## config.mk

```make
export PLATFORM = sky130hd
export DESIGN_NAME = seg7_pattern_decoder
export DESIGN_NICKNAME = d
export VERILOG_FILES = /design/src/rtl/seg7_pattern_decoder.sv
export SDC_FILE = /design/constraint.sdc
export NUM_CORES = 1
export LEC_CHECK = 0
export ABC_AREA = 1
export CAP_MARGIN = 0
export CORE_ASPECT_RATIO = 1.5
export CORE_UTILIZATION = 35
export DETAILED_ROUTE_END_ITERATION = 8
export PLACE_DENSITY = 0.5
export SLEW_MARGIN = 15
export SYNTH_ARGS = -nofsm -noshare
export SYNTH_HDL_FRONTEND = slang
export SYNTH_SLANG_ARGS = --single-unit
```

## constraint.sdc

```tcl
create_clock -name CLOCK_50 -period 2.05 [get_ports CLOCK_50]
set_input_delay 0.3075 -clock CLOCK_50 [delete_from_list [all_inputs] [get_ports CLOCK_50]]
set_output_delay 0.3075 -clock CLOCK_50 [all_outputs]
set_load 0.005 [all_outputs]
```

## src/rtl/seg7_pattern_decoder.sv

```systemverilog
// Reads a seven-segment bus back into the fabric: synchronize, debounce, decode to hex, offer on VALID/READY.
// Optional feature macro SEG7_DEC_ERRCNT_EN adds ERR_COUNT, a saturating count of accepted error offers.
module seg7_pattern_decoder #(
   parameter int STABLE_CYCLES = 4,
   parameter bit ACTIVE_LOW    = 1'b1
) (
   input  logic       CLOCK_50,
   input  logic       RST_N,
   input  logic [0:6] HEX_IN,
   input  logic       READY,
   output logic       VALID,
   output logic [3:0] VALUE,
   output logic       BLANK,
   output logic       ERR
`ifdef SEG7_DEC_ERRCNT_EN
   ,
   output logic [7:0] ERR_COUNT
`endif
);

   typedef enum logic {IDLE, OFFER} state_t;

   localparam logic [7:0] STABLE_C  = 8'(STABLE_CYCLES);
   localparam logic [6:0] RAW_UNLIT = ACTIVE_LOW ? 7'h7F : 7'h00;

   logic [6:0] rawSeg;
   logic [6:0] sync1_q, sync2_q;
   logic [6:0] segS;
   logic [6:0] cur_q;
   logic [7:0] cnt_q, cnt_d;
   logic       stable;
   state_t     state_q, state_d;
   logic [6:0] last_q, last_d;
   logic [6:0] offer_q, offer_d;
   logic       valid_q, valid_d;
   logic [3:0] value_q, value_d;
   logic       blank_q, blank_d;
   logic       err_q, err_d;
   logic [5:0] decS;

   // Returns {err, blank, value} for a lit=1 pattern with bit i = segment i.
   function automatic logic [5:0] decode(input logic [6:0] p);
      logic [5:0] r;
      r = 6'b10_0000;
      case (p)
         7'h3F: r = 6'h00;
         7'h06: r = 6'h01;
         7'h5B: r = 6'h02;
         7'h4F: r = 6'h03;
         7'h66: r = 6'h04;
         7'h6D: r = 6'h05;
         7'h7D: r = 6'h06;
         7'h07: r = 6'h07;
         7'h7F: r = 6'h08;
         7'h6F: r = 6'h09;
         7'h77: r = 6'h0A;
         7'h7C: r = 6'h0B;
         7'h39: r = 6'h0C;
         7'h5E: r = 6'h0D;
         7'h79: r = 6'h0E;
         7'h71: r = 6'h0F;
         7'h00: r = 6'b01_0000;
         default: r = 6'b10_0000;
      endcase
      return r;
   endfunction

   always_comb begin
      for (int i = 0; i < 7; i++) begin
         rawSeg[i] = HEX_IN[i];
      end
   end

   assign segS = ACTIVE_LOW ? ~sync2_q : sync2_q;
   assign decS = decode(segS);

   // cnt_d counts consecutive equal samples including the current one, so stable can act this edge.
   always_comb begin
      cnt_d = cnt_q;
      if (segS != cur_q) begin
         cnt_d = 8'd1;
      end else if (cnt_q < STABLE_C) begin
         cnt_d = cnt_q + 8'd1;
      end
   end

   assign stable = (cnt_d == STABLE_C);

   always_comb begin
      state_d = state_q;
      last_d  = last_q;
      offer_d = offer_q;
      valid_d = valid_q;
      value_d = value_q;
      blank_d = blank_q;
      err_d   = err_q;
      case (state_q)
         IDLE: begin
            if (stable && (segS != last_q)) begin
               offer_d = segS;
               {err_d, blank_d, value_d} = decS;
               valid_d = 1'b1;
               state_d = OFFER;
            end
         end
         OFFER: begin
            if (READY) begin
               last_d = offer_q;
               if (stable && (segS != offer_q)) begin
                  offer_d = segS;
                  {err_d, blank_d, value_d} = decS;
               end else begin
                  valid_d = 1'b0;
                  state_d = IDLE;
               end
            end
         end
         default: begin
            state_d = IDLE;
            valid_d = 1'b0;
         end
      endcase
   end

   always_ff @(posedge CLOCK_50 or negedge RST_N) begin
      if (!RST_N) begin
         sync1_q <= RAW_UNLIT;
         sync2_q <= RAW_UNLIT;
         cur_q   <= '0;
         cnt_q   <= '0;
         state_q <= IDLE;
         last_q  <= '0;
         offer_q <= '0;
         valid_q <= 1'b0;
         value_q <= '0;
         blank_q <= 1'b0;
         err_q   <= 1'b0;
      end else begin
         sync1_q <= rawSeg;
         sync2_q <= sync1_q;
         cur_q   <= segS;
         cnt_q   <= cnt_d;
         state_q <= state_d;
         last_q  <= last_d;
         offer_q <= offer_d;
         valid_q <= valid_d;
         value_q <= value_d;
         blank_q <= blank_d;
         err_q   <= err_d;
      end
   end

   assign VALID = valid_q;
   assign VALUE = value_q;
   assign BLANK = blank_q;
   assign ERR   = err_q;

`ifdef SEG7_DEC_ERRCNT_EN
   logic [7:0] errCnt_q;

   always_ff @(posedge CLOCK_50 or negedge RST_N) begin
      if (!RST_N) begin
         errCnt_q <= '0;
      end else if (valid_q && READY && err_q && (errCnt_q != 8'hFF)) begin
         errCnt_q <= errCnt_q + 8'd1;
      end
   end

   assign ERR_COUNT = errCnt_q;
`endif

endmodule
```

==> summary.md <==
| Metric | Value |
|---|---|
| Crit-path cells | `inv_4 -> nand2_2 -> nand2_4 -> nor2_4 -> nand2_4 -> nor2_8 -> nand4_4 -> nor2_4 -> nand3_4 -> nand2_8 -> nand2_4 -> nand2_1 -> nand2_1` |
| Worst Path Required | `2.26 ns` |
| CTS sink cnt | `between 50 and 60` |
| CORE AREA | `roughly 0.0073 sq mm` |
| Vias in the first global route | `2,148` |
| Overall power | `about 2.1 mW` |
| Critical-path maximum fanout | `6` |
| Crit share post-route | `98.27%` |
| Worst Hold Endpoint | `sync2_q[3]` |
| Vias per cell | `4.744` |
| Rows | `38` |
| Synth top area cells | `dfrtp_1 (35%), dfstp_2 (14%), nand2_1 (12%)` |
| N_diodes | `0` |
| CTS tree | `yes` |
| Reg2reg start | `sync2_q[6]` |
| DRC violations left | `0` |
| Reg2reg end | `BLANK` |
| Hold Vio Cnt, Final | `0` |
| Drt pass-1 iters | `5` |
| DRT iter0 DRCs | `77` |
| Final instance area | `0.003282 sq mm` |
| Yosys reg bits | `slightly above 50` |
| Clk pin slew, worst setup/hold paths | `0.09 ns` |
| Setup CP Type | `reg -> reg` |
| Root buf cell | `clkbuf_8` |
| Post-synth net total | `335` |
| Synth top area share | `34.56%` |
| CP arrival | `~2.2 ns` |
| Reg2reg path depth | `13` |
| Clock skew | `0.009278 ns` |
| Hold Path Class | `reg -> reg` |
| Final ANT Viol Nets | `0` |
| Reg2Reg Setup Slack | `0.04 ns` |
| Distinct cells, synth | `35` |
| GRT Resource Usage Total | `between 10% and 20%` |
| CP dominant cell by count | `nand2_4` |
| Worst vdd ir | `about 0.47 mV` |
| Worst setup SP type | `flip-flop` |
| Unrepaired setup endpoints after global routing | `true` |
| Endpoint class of the critical path | `flip-flop` |
| Leak Pwr | `1.587 nW` |
| WP buf/inv | `1` |
| Largest net degree at the start of global routing | `32` |
| Sequential area share after synthesis | `48.30%` |
| Synth area leader | `dfrtp_1` |
| WL/cell | `13.53 um` |
| Slew of the pin with the lowest slew margin | `0.5277 ns` |
| PortBufs | `16` |
| Number of synthesis warnings | `0` |
| Worst hold path depth | `0` |
| Max-cap violations | `0` |
| CTS H-tree lvls | `2` |
| # IOs | `17` |
| Synth Area per Inst | `roughly 8.3 sq um` |
| Setup-failing EPs final | `0` |
| Final nets | `371` |
| Hold Path Origin | `sync1_q[3]` |
| Initial antenna violation count | `0` |
| Post-DP Area | `0.002967 sq mm` |
| Starting Density | `36.59%` |
| Final core occ | `about 45%` |
| Fin worst setup slack | `0.03554 ns` |
| Dpl ws | `0.05669 ns` |
| Worst path slowest cell | `dfstp_2` |
| Max incr delay on CP | `approximately 0.60 ns` |
| WL final | `6238 um` |
| Clk Latency, worst-skew pair | `0.31 ns` |
| Pwr dens | `roughly 640 mW/mm^2` |
| Cells after Synth | `324` |
| Die W | `73.43 um` |
| Clock Path Buffers | `2` |
| Slew Viols, Final | `0` |
| Top delay family on crit path | `simple AND/OR/NAND/NOR gates` |
| Vias | `~2,200` |
| GRT Residual Overflow | `0` |
| DP HPWL | `roughly 4700 um` |
| Final min period | `around 2.0 ns` |
| Cts bufs inserted | `5` |
| Full die area | `0.008015 sq mm` |
| Global-route wire length before repair | `approximately 10,000 um` |
| Max Fclk | `around 500 MHz` |
| Die Ht | `109.1 um` |
| Placer Congestion | `approximately 0.85` |
| Share of cells above drive strength 1 | `between 20% and 30%` |
| Synth-to-Final Area Change | `22.51%` |
| Synthesized cell area | `0.002679 sq mm` |
| Slew headroom | `between 60% and 70%` |
| Outcome | `finished, final reports clean` |
-- metal layers --
metal / vias up / share of wire [%] / GRT usage, %
met1: 1028 / 41 / 20.48
met2: 39 / 53 / 30.22
li1: 1103 / - / -
met4: 0 / 3.4 / 7.692
met3: 17 / 2.2 / 2.680
met5: - / 0 / 0
-- sequential cells by signal (all words and copies together) (netlist names) --
name and cells:
offer_q 7, ERR 1, VALID 1, cur_q 7
last_q 7, sync2_q 7, BLANK 1, state_q 1
sync1_q 7, cnt_q 8, VALUE 4
-- Yosys cell counts --
| master | count |
|---|---|
| xnor2_1 | 5 |
| nand2_2 | 8 |
| o21bai_1 | 1 |
| nor2_4 | 3 |
| nor3_1 | 8 |
| buf_4 | 4 |
| o41ai_1 | 1 |
| nor2_8 | 1 |
| nand3b_1 | 2 |
| o31ai_1 | 1 |
| o21ai_0 | 5 |
| inv_6 | 1 |
| o211ai_1 | 1 |
| nand2_1 | 88 |
| a21oi_1 | 4 |
| inv_2 | 2 |
| nor2_1 | 33 |
| inv_4 | 4 |
| nand2_8 | 1 |
| nor4_1 | 3 |
| nand3_4 | 2 |
| dfstp_2 | 14 |
| clkbuf_1 | 2 |
| buf_6 | 2 |
| or2_2 | 1 |
| o22ai_1 | 1 |
| dfrtp_1 | 37 |
| ha_1 | 1 |
| nand3_1 | 33 |
| inv_1 | 36 |
| nand4_1 | 9 |
| xor2_1 | 5 |
| nand4_2 | 1 |
| buf_2 | 1 |
| nand2_4 | 3 |
-- cell families (layout without fill, tap and decap cells) --
logic type | Yosys count | in the layout | share of synthesized area [%]
DFF | 51 | 51 | 48.30
adders and majority gates | 1 | 1 | 0.4670
and+or+nand+nor | 196 | 198 | 35.87
AOI/OAI and AO/OA | 14 | 14 | 3.083
xor gates and xnor gates | 10 | 10 | 3.269
buffers and inverters | 52 | 87 | 9.014
-- worst max path at each step --
stage	from	to	slack [ns]	cells after the start
finish	sync2_q[6]	BLANK	0.04	13
global route	sync2_q[1]	offer_q[4]	-0.07	13
detailed placement	sync2_q[0]	BLANK	0.06	13
CTS	sync2_q[0]	BLANK	0.04	13
floorplan	sync2_q[6]	offer_q[2]	0.22	14
global placement	sync2_q[0]	BLANK	0.08	13
-- repair_timing --
action                                 4_1_cts  5_1_grt
setup endpoints to repair                    0       13
setup buffers                                0       11
resized for setup                            0       20
hold buffers                                 1        0
endpoints found under the hold margin       20        0
-- report_power, final --
part           internal [mW]  total (mW)  switching, mW
Clock                  0.488       0.843          0.355
Combinational         0.0758       0.187          0.112
Sequential              1.04        1.06         0.0182
Total                   1.60        2.09          0.485
-- cell type report --
cell class | count | area, sq um
fill | 759 | 4040
clock buffer | 5 | 68.82
timing repair buffer | 36 | 320.3
inverter | 43 | 176.4
tap | 100 | 125.1
clock inverter | 3 | 66.31
sequential | 51 | 1294
multi-input combinational | 223 | 1231
-- per-stage QoR --
stage / cells / hold WS (ns) / setup TNS (ns)
6_report: 461 / 0.3601 / 0
5_1_grt: 461 / 0.3642 / -0.6496
4_1_cts: 448 / 0.3622 / 0
3_5_place_dp: 439 / 0.3265 / 0
3_3_place_gp: 439 / 0.3306 / 0
2_1_floorplan: 324 / 0.01191 / 0
-- placed cells by master (no fill, tap or decap), types with 8 or more instances in the layout --
| master | instances |
|---|---|
| buf_4 | 18 |
| nor3_1 | 8 |
| inv_1 | 36 |
| nand2_1 | 76 |
| nand4_1 | 9 |
| nand3_1 | 33 |
| dfstp_2 | 14 |
| dfrtp_1 | 37 |
| nand2_2 | 19 |
| nor2_1 | 28 |
| clkdlybuf4s50_1 | 15 |
No activity file was read; power rests on OpenSTA's default activity.
==> variant 1 (same settings) <==
Build with the macro `SEG7_DEC_ERRCNT_EN` defined.
--- a/src/rtl/seg7_pattern_decoder.sv
+++ b/src/rtl/seg7_pattern_decoder.sv
@@ -2,2 +2,4 @@
 // Optional feature macro SEG7_DEC_ERRCNT_EN adds ERR_COUNT, a saturating count of accepted error offers.
+`define SEG7_DEC_ERRCNT_EN
+
 module seg7_pattern_decoder #(
Formal check against the unedited RTL (old outputs only; new: ERR_COUNT): equivalent (Yosys induction, for registers that start in step).
==> variant 1 against the unedited design <==
- first-iteration DRC count is 70% higher
- power is 49% higher
- non-clock buffer count is 7 higher
- wire length is 13% higher
- sequential cell count is 8 higher
- synthesized area is 11% higher
- sequential power is 22% higher
- setup slack worse by 25 ps
- final area is 16% higher
- critical path type unchanged
- critical endpoint is now offer_q[0]$_DFFE_PN0P_
- largest power group is now clock
- highest routed layer unchanged
==> variant 1: results (changes against the unedited design) <==
| Metric | Value |
|---|---|
| Design Area, Final | `3816 um2 (+16%)` |
| Complex-gate fraction of the synthesized area | `3.549% (+0.47 points)` |
| Area share of buffers outside the clock network | `11.05% (+1.3 points)` |
| Share of post-route cells with drive strength above 1 | `23.12% (-1.3 points)` |
| Multi-input gates | `239 (+7.2%)` |
| Peak supply drop | `0.0004804 V (+1.5%)` |
| Number of buffers created by CTS | `9 (+4)` |
| Placer Congestion | `0.8920 (+5.4%)` |
| Worst r2r dst | `offer_q[0]$_DFFE_PN0P_` |
| Global-route wire length before repair | `11690 um (+14%)` |
| Largest net degree at the start of global routing | `42 (+31%)` |
| DRT iter0 DRCs | `131 (+70%)` |
| Num sequential | `59 (+16%)` |
| Non-clk invs | `41 (-4.7%)` |
| Relative slew slack | `64.32% (about the same)` |
| Wirelength, routed | `7061 um (+13%)` |
| Arrival time worst endpoint | `2310 ps (+90 ps)` |
| CP max FO | `8 (+2)` |
| Clk cell area share | `8.000% (+3.9 points)` |
| Netlist cell types | `36 (+2.9%)` |
| Critical path's largest stage delay | `560 ps (-40 ps)` |
| Total leakage power | `1.804 nW (+14%)` |
| Outcome | `finished, final reports clean` |
| Area Overhead vs Synth | `28.86%` |
| Post-placement cell count | `481 (+9.6%)` |
| Most frequent cells after synthesis | `90 x nand2_1, 45 x dfrtp_1, 36 x inv_1, 36 x nor2_1, 26 x nand3_1` |
| Bufs w/o clock | `43 (+19%)` |
| Clock buffer count | `11 (+6)` |
| Adder-Cell Fraction of Synth Area | `0.8450% (+0.38 points)` |
| Setup slack at placement | `-57.37 ps (-114.1 ps)` |
| Mux cell area share after synthesis | `0.3802% (+0.38 points)` |
| Clock slew at reported path FFs | `50 ps (-40 ps)` |
| Sequential cell area share | `39.15% (-0.27 points)` |
| Synthesized Nets | `361 (+7.8%)` |
| Fraction of area in multi-input gates | `34.13% (-3.4 points)` |
| Fmax | `0.4903 GHz (-1.2%)` |
| Post-Syn Area per Cell | `8.486 um2 (+2.6%)` |
| CTS root buf | `clkbuf_16` |
==> variant 1: routing by layer <==
layer | up-vias | GRT usage, % | part of all wire (%)
li1 | 1198 | - | -
met1 | 1165 | 19.65 | 41
met3 | 17 | 4.303 | 3.0
met4 | 0 | 11.07 | 3.2
met2 | 51 | 31.19 | 53
met5 | - | 0 | 0
==> variant 1: worst min path at each step <==
stage / slack, ps / depth (start not counted) / startpoint / to
floorplan: 10 / 0 / RST_N / BLANK$_DFFE_PN0P_
global placement: 280 / 1 / RST_N / cur_q[2]$_DFF_PN0_
detailed placement: 280 / 1 / RST_N / cur_q[2]$_DFF_PN0_
CTS: 350 / 0 / sync1_q[5]$_DFF_PN1_ / sync2_q[5]$_DFF_PN1_
global route: 360 / 0 / sync1_q[0]$_DFF_PN1_ / sync2_q[0]$_DFF_PN1_
finish: 350 / 0 / sync1_q[3]$_DFF_PN1_ / sync2_q[3]$_DFF_PN1_
==> variant 2 (config.mk and constraints unchanged) <==
Without the edit above. Take the reset off `value_q` and load it in a clocked block of its own.
--- a/src/rtl/seg7_pattern_decoder.sv
+++ b/src/rtl/seg7_pattern_decoder.sv
@@ -134,3 +134,2 @@
          valid_q <= 1'b0;
-         value_q <= '0;
          blank_q <= 1'b0;
@@ -146,3 +145,2 @@
          valid_q <= valid_d;
-         value_q <= value_d;
          blank_q <= blank_d;
@@ -150,2 +148,6 @@
       end
+   end
+
+   always_ff @(posedge CLOCK_50) begin
+      value_q <= value_d;
    end
Formal check against the unedited RTL: differs if RST_N is asserted again (counterexample within 10 cycles, from zero or initial values and one cycle with RST_N low); with RST_N held inactive, the same outputs for 10 cycles.
==> variant 2 against the unedited design <==
- the run now ends with DRC left
- first-iteration DRC count decreased by 2.6%
- wire length decreased by 11%
- critical endpoint is now VALUE[3]$_DFFE_PP_
- combinational power decreased by 3%
- synthesized area decreased by 5.7%
- setup slack improved by 31 ps
- power decreased by 5.2%
- highest routed layer unchanged
- sequential cell count unchanged
- final area decreased by 4.2%
==> variant 2: results (changes against the unedited design) <==
| Metric | Value |
|---|---|
| Outcome | `complete, but fails checks` |
| Failing checks | `DRC` |
| GR Util met2 | `27.41% (-2.8 points)` |
| Hpwl dp | `4128 um (-11%)` |
| Non-clk invs | `36 (-16%)` |
| Cell Area, Placed | `2864 um2 (-3.5%)` |
| Most frequent cells after synthesis | `65 x nand2_1, 33 x dfrtp_1, 32 x inv_1, 28 x nor2_1, 20 x nand3_1` |
| Total leakage power | `1.514 nW (-4.6%)` |
| Detailed Routing Iterations Pass 1 | `6 (+1)` |
| Clk cell area share | `3.981% (-0.14 points)` |
| Fraction of power spent switching nets | `23.29% (+0.076 points)` |
| Peak supply drop | `0.0003938 V (-17%)` |
| Netlist cell types | `34 (-2.9%)` |
| Largest cells by area after synthesis | `dfrtp_1 33%, dfstp_2 15%, nand2_1 9.7%` |
| Share of post-route cells with drive strength above 1 | `30.53% (+6.2 points)` |
| Post-synth EDFFs | `4 (+4)` |
| Vias in the first global route | `1854 (-14%)` |
| Complex-gate fraction of the synthesized area | `2.527% (-0.56 points)` |
| Area Overhead vs Synth | `24.48%` |
| Area share of buffers outside the clock network | `13.18% (+3.4 points)` |
| Post-placement cell count | `382 (-13%)` |
| Met1 Use GR | `18.77% (-1.7 points)` |
| Placer Congestion | `0.8919 (+5.4%)` |
| GR Util met3 | `2.559% (-0.12 points)` |
| Fillers | `675 (-11%)` |
| Clock buffer count | `7 (+2)` |
| # DRC | `2 (+2)` |
| Largest net degree at the start of global routing | `48 (+50%)` |
| Multi-input gates | `183 (-18%)` |
| Global-route wire length before repair | `9032 um (-12%)` |
| Synthesized Nets | `290 (-13%)` |
| Vias | `1921 (-12%)` |
| GRT Util Overall | `15.95% (-1.3 points)` |
| Met3 WL post-DR | `172 um (+24%)` |
| FF-to-FF path depth | `7 (-6)` |
| CP max FO | `5 (-1)` |
| Layout Nets | `331 (-11%)` |
| Min-Delay Path Class | `input pin to asynchronous set/reset pin` |
| Setup slack at placement | `5.450 ps (-51.24 ps)` |
| DRT iter0 DRCs | `75 (-2.6%)` |
| Setup bufs post-CTS | `1 (+1)` |
| Met2 wire length | `2975 um (-10%)` |
| Seq/Total Area, Yosys | `52.03% (+3.7 points)` |
| Worst r2r dst | `VALUE[3]$_DFFE_PP_` |
| Hold_ws | `84.51 ps (-275.6 ps)` |
| Reg area | `1314 um2 (+1.5%)` |
| Post-synthesis xor/xnor area fraction | `3.469% (+0.20 points)` |
## variant 2: cell types whose count changed in the layout (fill, tap and decap cells not counted), sizes merged, moves of 3 or more
| cell | before | now |
|---|---|---|
| edfxtp | 0 | 4 |
| nor3 | 8 | 11 |
| dfrtp | 37 | 33 |
| inv | 44 | 36 |
| nand3 | 35 | 21 |
| nand4 | 10 | 6 |
| mux2 | 0 | 3 |
| buf | 20 | 28 |
| nand2 | 102 | 77 |
## variant 2: critical path, stage by stage (launching register included)
cell,delay (ps)
dfstp_2,640
buf_6,130
nor2_1,70
nand2_1,140
nor3_1,80
a31oi_1,240
nand3_1,140
or2_2,300
## variant 2: worst max path at each step
stage                    endpoint  slack (ps)
2_1_floorplan  VALUE[0]$_DFFE_PP_          50
3_3_place_gp   VALUE[0]$_DFFE_PP_          10
3_5_place_dp   VALUE[0]$_DFFE_PP_           5
4_1_cts        VALUE[3]$_DFFE_PP_           8
5_1_grt        VALUE[3]$_DFFE_PP_          -5
6_report       VALUE[3]$_DFFE_PP_          70
